### src/rtl/pipe_stall_ctrl.sv
// Pipeline stall/bubble/flush controller with a timed hold engine for iterative units.
// Optional performance counters are built only when PIPE_PERF_CNT_EN is defined.
module pipe_stall_ctrl #(
    parameter int NUM_STAGES = 6,
    parameter int PC_WIDTH   = 32,
    parameter int HOLD_WIDTH = 6,
    parameter int CNT_WIDTH  = 32,
    localparam int SW = (NUM_STAGES > 1) ? $clog2(NUM_STAGES) : 1
) (
    input  logic                  clk,
    input  logic                  rst,
    input  logic [NUM_STAGES-1:0] stallreq,
    input  logic                  hold_req,
    input  logic [SW-1:0]         hold_stage,
    input  logic [HOLD_WIDTH-1:0] hold_cycles,
    input  logic                  excp_valid,
    input  logic [SW-1:0]         excp_stage,
    input  logic [PC_WIDTH-1:0]   excp_pc,
    output logic [NUM_STAGES-1:0] stall,
    output logic [NUM_STAGES-1:0] bubble,
    output logic [NUM_STAGES-1:0] flush,
    output logic                  new_pc_valid,
    output logic [PC_WIDTH-1:0]   new_pc,
    output logic                  hold_busy,
    output logic                  hold_done,
    output logic [CNT_WIDTH-1:0]  stall_cnt,
    output logic [CNT_WIDTH-1:0]  flush_cnt
);

    typedef enum logic {IDLE, HOLD} hold_state_e;

    hold_state_e           state_q, state_d;
    logic [SW-1:0]         hold_stage_q, hold_stage_d;
    logic [HOLD_WIDTH-1:0] hold_cnt_q, hold_cnt_d;
    logic                  hold_done_q, hold_done_d;
    logic [NUM_STAGES-1:0] flush_q, flush_d;
    logic                  new_pc_valid_q, new_pc_valid_d;
    logic [PC_WIDTH-1:0]   new_pc_q, new_pc_d;

    logic [NUM_STAGES-1:0] hold_mask, req, stall_c, bubble_c;
    logic                  acc;

    always_comb begin
        hold_mask = '0;
        if (state_q == HOLD) begin
            for (int i = 0; i < NUM_STAGES; i++) begin
                hold_mask[i] = (hold_stage_q == SW'(i));
            end
        end
        req = stallreq | hold_mask;
    end

    // Every stage at or below the highest requester stalls; the one above it takes a bubble.
    always_comb begin
        stall_c  = '0;
        bubble_c = '0;
        acc      = 1'b0;
        for (int i = NUM_STAGES - 1; i >= 0; i--) begin
            acc        = acc | req[i];
            stall_c[i] = acc;
        end
        for (int i = 1; i < NUM_STAGES; i++) begin
            bubble_c[i] = stall_c[i-1] & ~stall_c[i];
        end
        if (new_pc_valid_q) begin
            stall_c  = '0;
            bubble_c = '0;
        end
    end

    always_comb begin
        state_d        = state_q;
        hold_stage_d   = hold_stage_q;
        hold_cnt_d     = hold_cnt_q;
        hold_done_d    = 1'b0;
        new_pc_valid_d = excp_valid;
        new_pc_d       = excp_valid ? excp_pc : new_pc_q;
        for (int i = 0; i < NUM_STAGES; i++) begin
            flush_d[i] = excp_valid && (excp_stage >= SW'(i));
        end
        case (state_q)
            IDLE: begin
                if (hold_req && (hold_cycles != '0) && !excp_valid) begin
                    state_d      = HOLD;
                    hold_stage_d = hold_stage;
                    hold_cnt_d   = hold_cycles;
                end
            end
            HOLD: begin
                if (excp_valid) begin
                    state_d = IDLE;
                end else if (hold_cnt_q == HOLD_WIDTH'(1)) begin
                    state_d     = IDLE;
                    hold_done_d = 1'b1;
                end else begin
                    hold_cnt_d = hold_cnt_q - HOLD_WIDTH'(1);
                end
            end
            default: state_d = IDLE;
        endcase
    end

    always_ff @(posedge clk) begin
        if (rst) begin
            state_q        <= IDLE;
            hold_stage_q   <= '0;
            hold_cnt_q     <= '0;
            hold_done_q    <= 1'b0;
            flush_q        <= '0;
            new_pc_valid_q <= 1'b0;
            new_pc_q       <= '0;
        end else begin
            state_q        <= state_d;
            hold_stage_q   <= hold_stage_d;
            hold_cnt_q     <= hold_cnt_d;
            hold_done_q    <= hold_done_d;
            flush_q        <= flush_d;
            new_pc_valid_q <= new_pc_valid_d;
            new_pc_q       <= new_pc_d;
        end
    end

    assign stall        = stall_c;
    assign bubble       = bubble_c;
    assign flush        = flush_q;
    assign new_pc_valid = new_pc_valid_q;
    assign new_pc       = new_pc_q;
    assign hold_busy    = (state_q == HOLD);
    assign hold_done    = hold_done_q;

`ifdef PIPE_PERF_CNT_EN
    logic [CNT_WIDTH-1:0] stall_cnt_q, stall_cnt_d;
    logic [CNT_WIDTH-1:0] flush_cnt_q, flush_cnt_d;

    // Both counters saturate rather than wrap.
    always_comb begin
        stall_cnt_d = stall_cnt_q;
        flush_cnt_d = flush_cnt_q;
        if (stall_c[0] && (stall_cnt_q != '1)) stall_cnt_d = stall_cnt_q + CNT_WIDTH'(1);
        if (new_pc_valid_q && (flush_cnt_q != '1)) flush_cnt_d = flush_cnt_q + CNT_WIDTH'(1);
    end

    always_ff @(posedge clk) begin
        if (rst) begin
            stall_cnt_q <= '0;
            flush_cnt_q <= '0;
        end else begin
            stall_cnt_q <= stall_cnt_d;
            flush_cnt_q <= flush_cnt_d;
        end
    end

    assign stall_cnt = stall_cnt_q;
    assign flush_cnt = flush_cnt_q;
`else
    assign stall_cnt = '0;
    assign flush_cnt = '0;
`endif

endmodule

### config.mk
export PLATFORM = sky130hd
export DESIGN_NAME = pipe_stall_ctrl
export DESIGN_NICKNAME = d
export VERILOG_FILES = /design/src/rtl/pipe_stall_ctrl.sv
export SDC_FILE = /design/constraint.sdc
export NUM_CORES = 1
export LEC_CHECK = 0
export CAP_MARGIN = 40
export CORE_MARGIN = 4
export CORE_UTILIZATION = 33
export DETAILED_ROUTE_END_ITERATION = 8
export MAX_ROUTING_LAYER = met4
export PLACE_DENSITY = 0.78
export SYNTH_ARGS = -nofsm -noshare
export SYNTH_HDL_FRONTEND = slang
export SYNTH_SLANG_ARGS = --single-unit
### constraint.sdc
create_clock -name clk -period 1.4 [get_ports clk]
set_input_delay 0.14 -clock clk [delete_from_list [all_inputs] [get_ports clk]]
set_output_delay 0.14 -clock clk [all_outputs]
set_load 0.005 [all_outputs]
# --- Word level (Yosys, flattened, before mapping) ---
# Cells that the tools add are included.
word_totals:
  latch_bits: 0
  register_bits: 50
  input_bits: 54
  rom_bits: 0
  out_inout_bits: 117
  mem_count: 0
  ram_bits: 0
op_classes:
  mul: 0
  n_eq_ne: 9
  reduce_logical: 14
  n_div: 0
  add_sub_neg: 1
  bitwise_logic: 17
  n_shift: 0
  order_cmp: 6
  mux: 12
ops:
  columns: ["operator", "n"]
  rows:
  - ["$mux W6", 6]
  - ["$pmux W6 S2", 1]
  - ["$logic_and A1 B1 Y1", 8]
  - ["$eq A3 B2 Y1 const B", 2]
  - ["$eq A3 B3 Y1 const B", 2]
  - ["$eq A6 B1 Y1 const B", 1]
  - ["$ge A3 B1 Y1 const B", 2]
  - ["$ge A3 B2 Y1 const B", 2]
  - ["$ge A3 B3 Y1 const B", 2]
  - ["$ne A2 B2 Y1 const B", 3]
  - ["$not A1 Y1", 6]
  - ["$or A6 B6 Y6", 1]
  - ["$reduce_bool A6 Y1", 1]
  - ["$sub A6 B1 Y6 const B", 1]
  - ["$and A1 B1 Y1", 5]
  - ["$or A1 B1 Y1", 5]
  - ["$mux W1", 4]
  - ["$eq A3 B1 Y1 const B", 1]
  - ["$logic_not A3 Y1", 1]
  - ["$reduce_and A3 Y1", 1]
  - ["$reduce_or A3 Y1", 1]
  - ["$pmux W1 S2", 1]
  - ["$reduce_and A2 Y1", 1]
  - ["$logic_not A1 Y1", 1]

# --- Depth between registers and ports, before layout ---
# Gate-level depths: netlist of the first run.
logic_depth:
  depth_word: 10
  depth_mapped: 6

# --- Worst setup path after synthesis of the first run ---
# OpenSTA, ideal clock, no wires.
synth_path:
  path_kind: "flip-flop to output port"
  start: "register hold_stage_q[1]"
  end: "output bubble[1]"
  path_stages_with_launch: 5
  required_time_ns: 1.260
  path_slack_ns: -0.108
  arrival_time_ns: 1.368
  path_cell_list: "dfxtp_1 -> and3b_4 -> or3_4 -> nor4_4 -> nor3b_2"
synth_via:
  elab_chain_len: 10
synth_rtl:
  columns: ["element", "line_no", "text"]
  rows:
  - ["start, declared", "33", "logic [SW-1:0] hold_stage_q, hold_stage_d;"]
  - ["start signal, assigned", "114", "hold_stage_q <= hold_stage_d;"]
  - ["$eq A3 B3 Y1", "47", "hold_mask[i] = (hold_stage_q == SW'(i));"]
  - ["$mux W6 (*)", "45", "if (state_q == HOLD) begin"]
  - ["$or A6 B6 Y6 (*)", "50", "req = stallreq | hold_mask;"]
  - ["$or A1 B1 Y1 (4 in a row)", "59", "acc = acc | req[i];"]
  - ["$or A1 B1 Y1 or $not A1 Y1 (tied branches)", "59, 63", null]
  - ["$and A1 B1 Y1 (*)", "63", "bubble_c[i] = stall_c[i-1] & ~stall_c[i];"]
  - ["$mux W6 (*)", "65", "if (new_pc_valid_q) begin"]
  - ["end, declared", "20", "output logic [NUM_STAGES-1:0] bubble,"]
# Mark *: on every way between the ends. The rest lies on a longest branch, timed or not.

# --- Worst setup path in the final report of the first run ---
layout_path:
  start: "register hold_stage_q[2]"
  end: "output bubble[1]"
# Same word-level chain as after synthesis.

==> impl_results.md, run 1 <==
* Non-Filler Instances at 543
* Post-DR vias/cell at 4.363
* Gr ovfl total at 0
* Async SR Flop Fraction at 0%
* Unrepaired setup endpoints after global routing: true
* Global route hottest layer: met2
* Worst Clk Skew at 9.782 ps
* Dpl ws at -753.2 ps
* Layout cells sized above 1 at 27.89%
* First-pass GRT wire length at 11210 um
* Width of the die at 96.68 um
* Mux cell area share after synthesis at 13.11%
* Worst EP required at 1260 ps
* Synth Area in Compound Gates at 10.99%
* Status: finished, violations left
* Dpl hpwl at 5333 um
* Critical path class: flip-flop to output pin
* Diodes inserted at 0
* PortBufs at 105
* GR Util met3 at 3.893%
* Placed Cells at 515
* CTS tree: yes
* Startpoint types: flip-flop
* Met2 Usage GRT at 26.59%
* Clock buffer depth at 2
* Vias at 2369
* VDD IR-drop max at 0.0005527 V
* Core Box Area at 7687 um2
* Worst r2r path cells at 9
* DRC at 0
* DIE AREA at 9346 um2
* Mapped Avg Cell Area at 8.979 um2
* Hold/Removal Path Class: input pin to flip-flop
* Adder-cell share of the synthesized area at 0.9643%
* Power per cell area at 764.0 nW/um2
* Synth Flop Type: dfxtp_1
* Root Buffer: clkbuf_8
* Num CTS Buffers at 5
* GRT Resource Usage Total at 14.83%
* Post-synth cell types at 42
* DRT Wirelength at 7346 um
* CP Capture Type: output pin
* Post-synthesis sequential area ratio at 37.80%
* Xor/xnor share of the synthesized area at 0%
* Fillers at 663
* CP Max Fanout at 3
* Clk sink count at 49
* Average wire per standard cell at 13.53 um
* Setup TNS at -6158 ps
* Data arrival time of the critical path at 1870 ps
* Final hold viol count at 0
* First-pass iteration count of the detailed router at 4
* Pins Over Slew Limit at 0
* Syn Std Cell Area at 2595 um2
* Most common cell after layout, fill and taps aside: clkdlybuf4s50_1
* CTS H-tree depth at 2
* Cts hold-fix bufs at 0
* Num rows at 32
* Static leakage at 0.001845 uW
* Yosys warns at 0
* Routability Congestion at 0.9292
* Num ports at 171
* Nets at 496
* Worst hold margin at 305.9 ps
* Max-Cap Viols at 0
* #FFs+latches synth at 49
* Most frequent cells in the layout: clkdlybuf4s50_1 (90), conb_1 (65), dfxtp_1 (44), nor2_1 (41), buf_4 (39)
* Post-layout util at 54.74%
* CTS clk-pin slew, worst paths at 90 ps
* Pin count of the biggest net entering global routing at 28
* Routed Antenna Nets at 0
* Tcrit/Tclk final at 143.9%
* Synth Instances at 289
* EDFF count, synth at 0
* Die Y at 96.68 um
* Worst Setup Slack, final at -614.2 ps
* Final setup violation count at 21
* Tmin final at 2014 ps
* Initial antenna violation count at 0
* Iter 0 DRT Violations at 69
* Flop2flop setup slack at -250 ps
* Worst-Skew Late Latency at 300 ps
* Initial Utilization at 33.76%
* Synth-to-Final Area Change at 62.15%
* Largest family of logic cells by synthesized area: buffers and inverters
* M1 GR Usage at 15.30%
* Simple-gate portion of the synthesized area at 14.90%
* Fmax at 496.5 MHz
* Failing checks: setup timing
* Vias in the first global route at 2432
* Hold path cells at 3
==> synth_stat cells (4+ instances only) <==
| cell type | instances | area [um2] |
|---|---|---|
| buf_4 | 66 | 495.5 |
| dfxtp_1 | 49 | 980.9 |
| nor2_1 | 44 | 165.2 |
| mux2i_1 | 34 | 340.3 |
| a21oi_1 | 11 | 55.05 |
| nand2_1 | 11 | 41.29 |
| inv_1 | 8 | 30.03 |
| buf_2 | 5 | 25.02 |
| clkbuf_1 | 5 | 18.77 |
| nor3_1 | 5 | 25.02 |
| o21ai_0 | 5 | 25.02 |
| nor2b_1 | 4 | 25.02 |
==> critical path: stages (launching register included) <==
cell     delay (ps)
dfxtp_1         330
buf_4           150
or3b_2          510
o21ba_2         250
o21ai_1         140
nor3b_4          70
buf_2           130
==> cell families after synthesis <==
kind of cell,after synthesis
compound gates,41
fa+ha+maj,2
buf+inv,85
flops,49
mux,34
other cells,1
simple gates,77
==> final timing paths <==
kind                   start               to
max          hold_stage_q[2]        bubble[1]
min               excp_valid  hold_stage_q[1]
max reg2reg        hold_busy    hold_cnt_q[5]
min reg2reg       new_pc[25]       new_pc[25]
==> layer usage <==
| metal | vias to the layer above | part of all wire [%] |
|---|---|---|
| met4 | 0 | 1.9 |
| met3 | 13 | 8.3 |
| met2 | 133 | 52 |
| met1 | 1073 | 37 |
| met5 | - | 0 |
| li1 | 1150 | - |
==> flip-flops by register name (all words and copies together) (netlist names) <==
signal        flops
hold_busy         1
new_pc           32
flush             6
hold_stage_q      3
hold_done         1
hold_cnt_q        6
==> through the flow <==
step	total power (uW)	instance area, um2
5_1_grt	3390	4208
6_report	3215	4208
2_1_floorplan	1975	2845
3_3_place_gp	2266	3729
4_1_cts	3215	4084
3_5_place_dp	2286	3729
==> what timing repair did <==
action	CTS	global route
buffers inserted	17	6
gates resized for setup	80	36
pin swaps	10	12
gates cloned	1	0
endpoints found under the setup margin	24	22
==> where the power goes <==
part	internal, uW	switching [uW]	total [uW]
logic	483	376	859
clock network	357	476	833
registers	1470	48.4	1520
total	2310	900	3210
==> cell type report <==
| class | instances | area, um2 | share of cell area [%] |
|---|---|---|---|
| clock buffers | 6 | 72.57 | 1.725 |
| inverters | 8 | 30.03 | 0.7136 |
| well taps | 102 | 127.6 | 3.033 |
| flip-flops and latches | 49 | 989.7 | 23.52 |
| multi-input cells | 220 | 1545 | 36.72 |
| repair buffers | 156 | 1429 | 33.96 |
| clock inverters | 2 | 13.76 | 0.3271 |
Note: power is estimated with default switching activity, not from simulation.
==> run 2, diff against run 1 <==
--- a/config.mk
+++ b/config.mk
@@ -6,6 +6,7 @@
 export NUM_CORES = 1
 export LEC_CHECK = 0
 export CAP_MARGIN = 40
+export CORE_ASPECT_RATIO = 0.5
 export CORE_MARGIN = 4
 export CORE_UTILIZATION = 33
 export DETAILED_ROUTE_END_ITERATION = 8
==> impl_results.md, run 2 (synthesized netlist as in run 1, its figures left out) <==
* Worst Setup Slack, final at -584.2 ps (+30.04 ps)
* Core Box Area at 7487 um2 (-2.6%)
* Power Total at 3614 uW (+12%)
* Initial antenna violation count at 0 (unchanged)
* Most common cell after layout, fill and taps aside: clkdlybuf4s50_1
* VDD IR-drop max at 0.0004768 V (-14%)
* Initial Utilization at 34.66% (+0.90 points)
* DRT Wirelength at 7406 um (+0.82%)
* Critical path, cell by cell: and3b_4 -> or3_4 -> nor4_4 -> buf_4 -> nor3b_2 -> buf_2
* Final hold viol count at 0 (unchanged)
* CP Capture Type: output pin
* Failing checks: setup timing
* Status: finished, violations left
* Reg-to-Reg Start: hold_busy
* Final setup violation count at 21 (unchanged)
* Routability Congestion at 0.8188 (-12%)
* Tcrit/Tclk final at 141.7% (-2.1 points)
* Worst Clk Skew at 2.960 ps (-6.822 ps)
* Vias at 2357 (-0.51%)
* Net Switching at 937.7 uW (+4.2%)
* Post-DR vias/cell at 4.341 (-0.51%)
* CTS clk-pin slew, worst paths at 60 ps (-30 ps)
* Tmin final at 1984 ps (-30.04 ps)
* Worst hold endpoint: flush[0]
* Data arrival time of the critical path at 1840 ps (-30 ps)
* Power per cell area at 850.8 nW/um2 (+11%)
* Multi-input combinational cell area at 1533 um2 (-0.81%)
* Nets at 490 (-1.2%)
* Num CTS Buffers at 5 (unchanged)
* Worst stage delay on the critical path at 400 ps (-110 ps)
* Startpoint types: flip-flop
* Part of the power in registers at 42.1% (-5.3 points)
* Max reg flops at 32 (unchanged)
* Setup TNS at -5016 ps (+1141 ps)
* Most frequent cells in the layout: clkdlybuf4s50_1 (88), conb_1 (65), dfxtp_1 (45), nor2_1 (41), buf_4 (35)
* Worst r2r dst: hold_cnt_q[5]
* Num rows at 22 (-31%)
* Worst hold margin at 301.8 ps (-4.189 ps)
* Root Buffer: clkbuf_16
* Cts hold-fix bufs at 0 (unchanged)
* Static leakage at 0.001898 uW (+2.8%)
* Die Y at 70.71 um (-27%)
* Dpl hpwl at 5458 um (+2.3%)
* First-pass GRT wire length at 10960 um (-2.2%)
* Clock share of power at 33.8% (+7.9 points)
* CTS tree: yes
* Unrepaired setup endpoints after global routing: true
* Slowest-stage cell, CP: or3_4
* Routed Antenna Nets at 0 (unchanged)
* Hold/Removal Path Class: input pin to flip-flop
* Fmax at 504.0 MHz (+1.5%)
* Dpl ws at -794.1 ps (-40.99 ps)
* CTS H-tree depth at 2 (unchanged)
* Pint at 2676 uW (+16%)
* Iter 0 DRT Violations at 92 (+33%)
* Flop2flop setup slack at -150 ps (+100 ps)
* Diodes inserted at 0 (unchanged)
* Logic gate share of total power at 24.1% (-2.6 points)
* Worst r2r path cells at 8 (-1)
* DIE AREA at 9433 um2 (+0.93%)
* Worst EP required at 1260 ps (about the same)
* Synth-to-Final Area Change at 63.69%
* Hold path cells at 2 (-1)
* Pin count of the biggest net entering global routing at 29 (+3.6%)
* Average wire per standard cell at 13.64 um (+0.82%)
* Fillers at 642 (-3.2%)
* GRT Resource Usage Total at 14.56% (-0.27 points)
* Num ports at 171 (unchanged)
* Clk sink count at 49 (unchanged)
* Worst-Skew Late Latency at 280 ps (-20 ps)
* Critical path class: flip-flop to output pin
* CP Max Fanout at 3 (unchanged)
* Pins Over Slew Limit at 0 (unchanged)
* Gr ovfl total at 0 (unchanged)
* Clock buffer depth at 2 (unchanged)
* Switching share of power at 25.95% (-2.1 points)
* Width of the die at 133.4 um (+38%)
* Hold_sp: excp_valid
* Seq. cell area at 985.9 um2 (-0.38%)
* First-pass iteration count of the detailed router at 4 (unchanged)
* Vias in the first global route at 2241 (-7.9%)
* Layout cells sized above 1 at 25.98% (-1.9 points)
* Max-Cap Viols at 0 (unchanged)
* DRC at 0 (unchanged)
* PortBufs at 105 (unchanged)
run 2: worst max-delay path by stage:
stage	startpoint	cells after the start	endpoint
finish	hold_stage_q[1]	6	bubble[2]
detailed placement	stallreq[5]	5	bubble[1]
CTS	hold_stage_q[1]	6	bubble[1]
floorplan	hold_stage_q[1]	4	bubble[1]
global placement	stallreq[5]	5	bubble[1]
global route	hold_stage_q[1]	6	bubble[1]
run 2: power by group through the flow:
stage               registers, uW  logic [uW]  clock network (uW)
floorplan                    1560         420                   0
CTS                          1520         823                1250
global placement             1550         740                   0
finish                       1520         869                1220
global route                 1530         933                1310
detailed placement           1550         754                   0
run 2: repair_timing:
| item | in CTS | in global routing |
|---|---|---|
| setup buffers | 9 | 3 |
| setup endpoints to repair | 24 | 23 |
| pin swaps | 13 | 11 |
| cloned | 0 | 0 |
| resized for setup | 89 | 26 |
run 2: metrics by stage:
step / instances / util (%) / area [um2]
final: 543 / 56.73 / 4248
after global routing: 543 / 56.73 / 4248
after floorplan: 353 / - / 2845
after global placement: 525 / 50.47 / 3779
after detailed placement: 525 / 50.47 / 3779
after CTS: 541 / 55.35 / 4144
run 2: worst max-delay path, delay by kind of cell (launching register included):
kind	cells	cell delay, ps
flip-flops	1	330
buffers and inverters	2	300
AND/OR/NAND/NOR	4	930
run 2: layer usage:
metal / GRT usage [%] / share of wire, % / vias to the layer above / wire [um]
li1: - / - / 1140 / -
met1: 15.77 / 38 / 1109 / 2848
met2: 27.42 / 54 / 93 / 3967
met3: 2.273 / 5.6 / 15 / 417
met4: 5.017 / 2.3 / 0 / 173
met5: - / 0 / - / 0
run 2: layout make-up:
cell class	instances	share of cell area (%)
Multi-Input combinational cell	219	36.08
Timing Repair Buffer	151	33.23
Sequential cell	49	23.21
Clock buffer	6	3.270
Tap cell	108	3.181
Inverter	8	0.7069
Clock inverter	2	0.3240
